--- config.mk ---
export PLATFORM = sky130hd
export DESIGN_NAME = ram_port_arbiter
export DESIGN_NICKNAME = d
export VERILOG_FILES = /design/src/rtl/ram_port_arbiter.sv
export SDC_FILE = /design/constraint.sdc
export NUM_CORES = 1
export LEC_CHECK = 0
export ABC_AREA = 1
export CAP_MARGIN = 20
export CORE_UTILIZATION = 23
export DETAILED_ROUTE_END_ITERATION = 12
export PLACE_DENSITY = 0.78
export REMOVE_ABC_BUFFERS = 1
export SYNTH_ARGS = -nofsm -noshare
export SYNTH_HDL_FRONTEND = slang
export SYNTH_SLANG_ARGS = --single-unit
--- constraint.sdc ---
create_clock -name clk -period 2.25 [get_ports clk]
set_input_delay 0.675 -clock clk [delete_from_list [all_inputs] [get_ports clk]]
set_output_delay 0.675 -clock clk [all_outputs]
set_load 0.01 [all_outputs]
--- src/rtl/ram_port_arbiter.sv ---
// Two-port round-robin arbiter for the single-port 128x32 packet RAM, with a bounded burst per owner.
// Optional macro ARB_LOCK_EN adds input a_lock, which holds A ownership past the burst limit.
module ram_port_arbiter #(
    parameter int ADDR_W    = 7,
    parameter int DATA_W    = 32,
    parameter int MAX_BURST = 8
) (
    input  logic              clk,
    input  logic              rst,
`ifdef ARB_LOCK_EN
    input  logic              a_lock,
`endif
    input  logic              a_req,
    input  logic              a_we,
    input  logic [ADDR_W-1:0] a_addr,
    input  logic [DATA_W-1:0] a_wdata,
    output logic              a_gnt,
    output logic              a_rvalid,
    output logic [DATA_W-1:0] a_rdata,
    input  logic              b_req,
    input  logic              b_we,
    input  logic [ADDR_W-1:0] b_addr,
    input  logic [DATA_W-1:0] b_wdata,
    output logic              b_gnt,
    output logic              b_rvalid,
    output logic [DATA_W-1:0] b_rdata,
    output logic [ADDR_W-1:0] ram_addr,
    output logic [DATA_W-1:0] ram_data,
    output logic              ram_we,
    input  logic [DATA_W-1:0] ram_q
);

    localparam int CNT_W = 5;
    localparam logic [CNT_W-1:0] LAST = CNT_W'(MAX_BURST - 1);

    typedef enum logic [1:0] {IDLE, OWN_A, OWN_B} state_t;

    state_t           state;
    logic [CNT_W-1:0] burst_cnt;
    logic             last_b;
    logic             lock;
    logic             sel_b;
    logic             gnt_any;
    logic             hold;
    logic             other_req;
    logic [CNT_W-1:0] cur_cnt;

`ifdef ARB_LOCK_EN
    assign lock = a_lock;
`else
    assign lock = 1'b0;
`endif

    // An owner that stops requesting hands the slot straight to a waiting peer, so a
    // switch never costs an idle cycle.
    always_comb begin
        a_gnt = 1'b0;
        b_gnt = 1'b0;
        case (state)
            OWN_A: begin
                if (a_req)              a_gnt = 1'b1;
                else if (b_req && !lock) b_gnt = 1'b1;
            end
            OWN_B: begin
                if (b_req)      b_gnt = 1'b1;
                else if (a_req) a_gnt = 1'b1;
            end
            default: ;
        endcase
    end

    assign gnt_any   = a_gnt | b_gnt;
    assign sel_b     = b_gnt | ((state == OWN_B) & ~a_gnt);
    assign other_req = b_gnt ? a_req : b_req;
    assign hold      = a_gnt & (state == OWN_A) & lock;
    // A handoff grant starts a fresh burst for the new owner.
    assign cur_cnt   = (b_gnt == (state == OWN_B)) ? burst_cnt : '0;

    assign ram_addr = sel_b ? b_addr : a_addr;
    assign ram_data = sel_b ? b_wdata : a_wdata;
    assign ram_we   = (a_gnt & a_we) | (b_gnt & b_we);

    assign a_rdata = ram_q;
    assign b_rdata = ram_q;

    always_ff @(posedge clk or negedge rst) begin
        if (!rst) begin
            state     <= IDLE;
            burst_cnt <= '0;
            last_b    <= 1'b1;
            a_rvalid  <= 1'b0;
            b_rvalid  <= 1'b0;
        end else begin
            a_rvalid <= a_gnt & ~a_we;
            b_rvalid <= b_gnt & ~b_we;
            if (gnt_any) begin
                last_b <= b_gnt;
                if (cur_cnt == LAST && other_req && !hold) begin
                    state     <= b_gnt ? OWN_A : OWN_B;
                    burst_cnt <= '0;
                end else begin
                    state <= b_gnt ? OWN_B : OWN_A;
                    if (cur_cnt == LAST) burst_cnt <= hold ? LAST : '0;
                    else                 burst_cnt <= cur_cnt + 5'd1;
                end
            end else begin
                case (state)
                    IDLE: begin
                        burst_cnt <= '0;
                        if (a_req && (!b_req || last_b)) state <= OWN_A;
                        else if (b_req)                  state <= OWN_B;
                    end
                    OWN_A: begin
                        if (!lock) begin
                            state     <= IDLE;
                            burst_cnt <= '0;
                        end
                    end
                    default: begin
                        state     <= IDLE;
                        burst_cnt <= '0;
                    end
                endcase
            end
        end
    end

endmodule
==> impl_results.md, run 1 <==
* Grt total ovfl at 0
* DR vias/cell at 4.34
* Syn Area/Cell at 8.39 um2
* HP Start: last_b
* Synth warnings at 0
* Worst hold path type: register to register
* Pwr Density at 1040 nW/um2
* Clock Latency Late Sink at 0.24 ns
* Post-placement cell count at 372
* Status: finished with violations
* Worst-path maximum fanout at 6
* Fin nets at 408
* Diode count at 0
* Drt pass-1 iters at 4
* Seq cells post-synth at 10
* Commonest non-fill, non-tap cells in the layout: clkdlybuf4s50_1 (83), mux2_4 (37), buf_6 (36)
* CTS clk-pin slew, worst paths at 0.05 ns
* Rel. slew slack at 69.4%
* Initial antenna violation count at 0
* Detailed Place HPWL at 6070 um
* Post-Syn Instances at 194
* Hold WS at 0.468 ns
* Largest net degree at the start of global routing at 11
* Hold Vio Cnt, Final at 0
* Layout cell share with drive strength beyond 1 at 49.5%
* WL per Instance at 20.2 um
* FMAX at 359 MHz
* Worst setup path start: state[0]
* H-tree Lvls at 1
* Final ANT Viol Nets at 0
* Max-Cap Viols at 0
* CTS Sinks at 10
* Worst Setup End Kind: primary output
* Wire length of the first global-routing pass at 11,000 um
* CP startpoint kind: register
* Vias in the first global route at 1,780
* Commonest non-fill, non-tap cell in the layout: clkdlybuf4s50_1
* Die X at 86.1 um
* DRC at 0
* P_leak at 1.42 nW
* FP Rows at 30
* Hold Crit Depth at 2
* Iteration-0 DRC count of the detailed router at 57
* Drt total wl at 7730 um
* Fin Clk Skew at 0.00406 ns
* Netlist cell types at 23
* Hold_buf cts at 0
* Least-Margin Pin Slew at 0.457 ns
* RePlAce Congestion at 0.780
* P&R area growth vs syn at 87.8%
* Post-route minimum period at 2.79 ns
* CTS buffer count at 3
* Final Setup Violations at 42
* Port Buf Inserts at 127
* Initial Util at 23.8%
* Final Max Tran Viols at 0
* FF-to-FF Start: state[0]
* I/O pin count at 224
* CP Class: register to primary output
* CP required at 1.57 ns
* Fin crit share at 124%
* Register area share after synthesis at 15.4%
* Clock buffer depth at 2
* Die ar. at 7420 um2
* Area of the mapped netlist at 1630 um2
* Worst Reg-to-Reg Cells at 18
* Core Box Area at 6830 um2
* CTS tree: built
* RSZ-0062 raised after global routing: true
* Peak supply drop at 424 uV
* Die Ht at 86.1 um
* Total GRT Usage at 20.6%
* Critical Path AT at 2.11 ns
* Final WS setup at -0.539 ns
* Failing checks: negative setup slack
* Clk root buf: clkbuf_8
* Vias at 1,664
* Non-Filler Instances at 383
## where the power goes
part,internal [mW],switching (mW),leakage [nW],total (mW)
logic,1.63,1.05,1.26,2.68
clock network,0.154,0.0726,0.0288,0.227
registers,0.228,0.0283,0.133,0.256
## registers in the layout, indices dropped and copies added (netlist names)
| signal | flops |
|---|---|
| a_rvalid | 1 |
| last_b | 1 |
| state | 2 |
| b_rvalid | 1 |
| burst_cnt | 5 |
## cells in the mapped netlist, drive strengths merged
| cell | instances | area (um2) |
|---|---|---|
| nand3 | 8 | 40.0 |
| buf | 68 | 527 |
| o211ai | 1 | 7.51 |
| a22o | 1 | 8.76 |
| nand4 | 1 | 6.26 |
| xnor2 | 1 | 8.76 |
| o21ai | 5 | 32.5 |
| ha | 4 | 50.1 |
| mux2 | 39 | 477 |
| inv | 19 | 71.3 |
| dfrtp | 9 | 225 |
| a21oi | 1 | 5.00 |
| nand2 | 22 | 85.1 |
| and2 | 1 | 6.26 |
| nor2 | 11 | 41.3 |
| nor3 | 2 | 10.0 |
| dfstp | 1 | 26.3 |
## worst paths after layout
| path | endpoint | slack (ns) |
|---|---|---|
| setup / recovery | ram_data[1] | -0.54 |
| hold / removal | last_b | 0.47 |
| setup reg to reg | state[1] | -0.01 |
| hold reg to reg | last_b | 0.47 |
| max in group asynchronous | last_b | 1.16 |
| min in group asynchronous | burst_cnt[0] | 0.75 |
## per-layer routing
layer	up-vias	wire, um	global-route usage (%)	part of all wire [%]
li1	745	-	-	-
met1	780	3050	23.9	39
met2	126	3400	28.9	44
met3	11	1200	15.3	16
met4	2	58	4.85	0.75
met5	-	27	9.79	0.35
## through the flow
step	total power [mW]	utilization (%)	TNS, ns	instance area (um2)	setup WS (ns)
3_3_place_gp	2.32	39.7	-45.06	2710	-1.10
3_5_place_dp	2.35	39.7	-46.43	2710	-1.12
4_1_cts	3.18	44.4	-20.05	3030	-0.595
2_1_floorplan	1.23	-	-39.46	1100	-1.04
5_1_grt	3.33	44.7	-21.35	3060	-0.603
6_report	3.16	44.7	-18.34	3060	-0.539
## layout make-up
cell class                      instances  area [um2]
Inverter                               19        71.3
Tap cell                               96         120
Timing Repair Buffer                  157        1600
Sequential cell                        10         251
Clock buffer                            4        55.1
Multi-Input combinational cell         97         962
Fill cell                             648        3770
## cells by family after synthesis
group | synth area share (%)
buf+inv | 36.7
xor+xnor | 0.538
simple gates | 11.6
compound gates | 3.31
fa+ha+maj | 3.07
flops | 15.5
mux | 29.3
## critical path, stage by stage, from the launching register on
cell and delay (ns):
dfrtp_1 0.41, inv_2 0.10, ha_2 0.19, inv_2 0.05
o21ai_2 0.11, nand2_2 0.07, inv_2 0.08, o21ai_4 0.06
buf_12 0.14, buf_12 0.14, buf_6 0.11, mux2_4 0.29
buf_6 0.12
## repair_timing
action,in CTS,in global routing
gates resized for setup,249,16
setup buffers,6,2
gates cloned,2,0
setup endpoints to repair,47,47
pin swaps,3,5
No activity file was read; power rests on OpenSTA's default activity.
==> run 2: changes to the inputs <==
Settings changed: CAP_MARGIN 20 to default.
==> results of run 2 <==
Same layout as run 1: the final DEF is identical, and so are final timing and power.
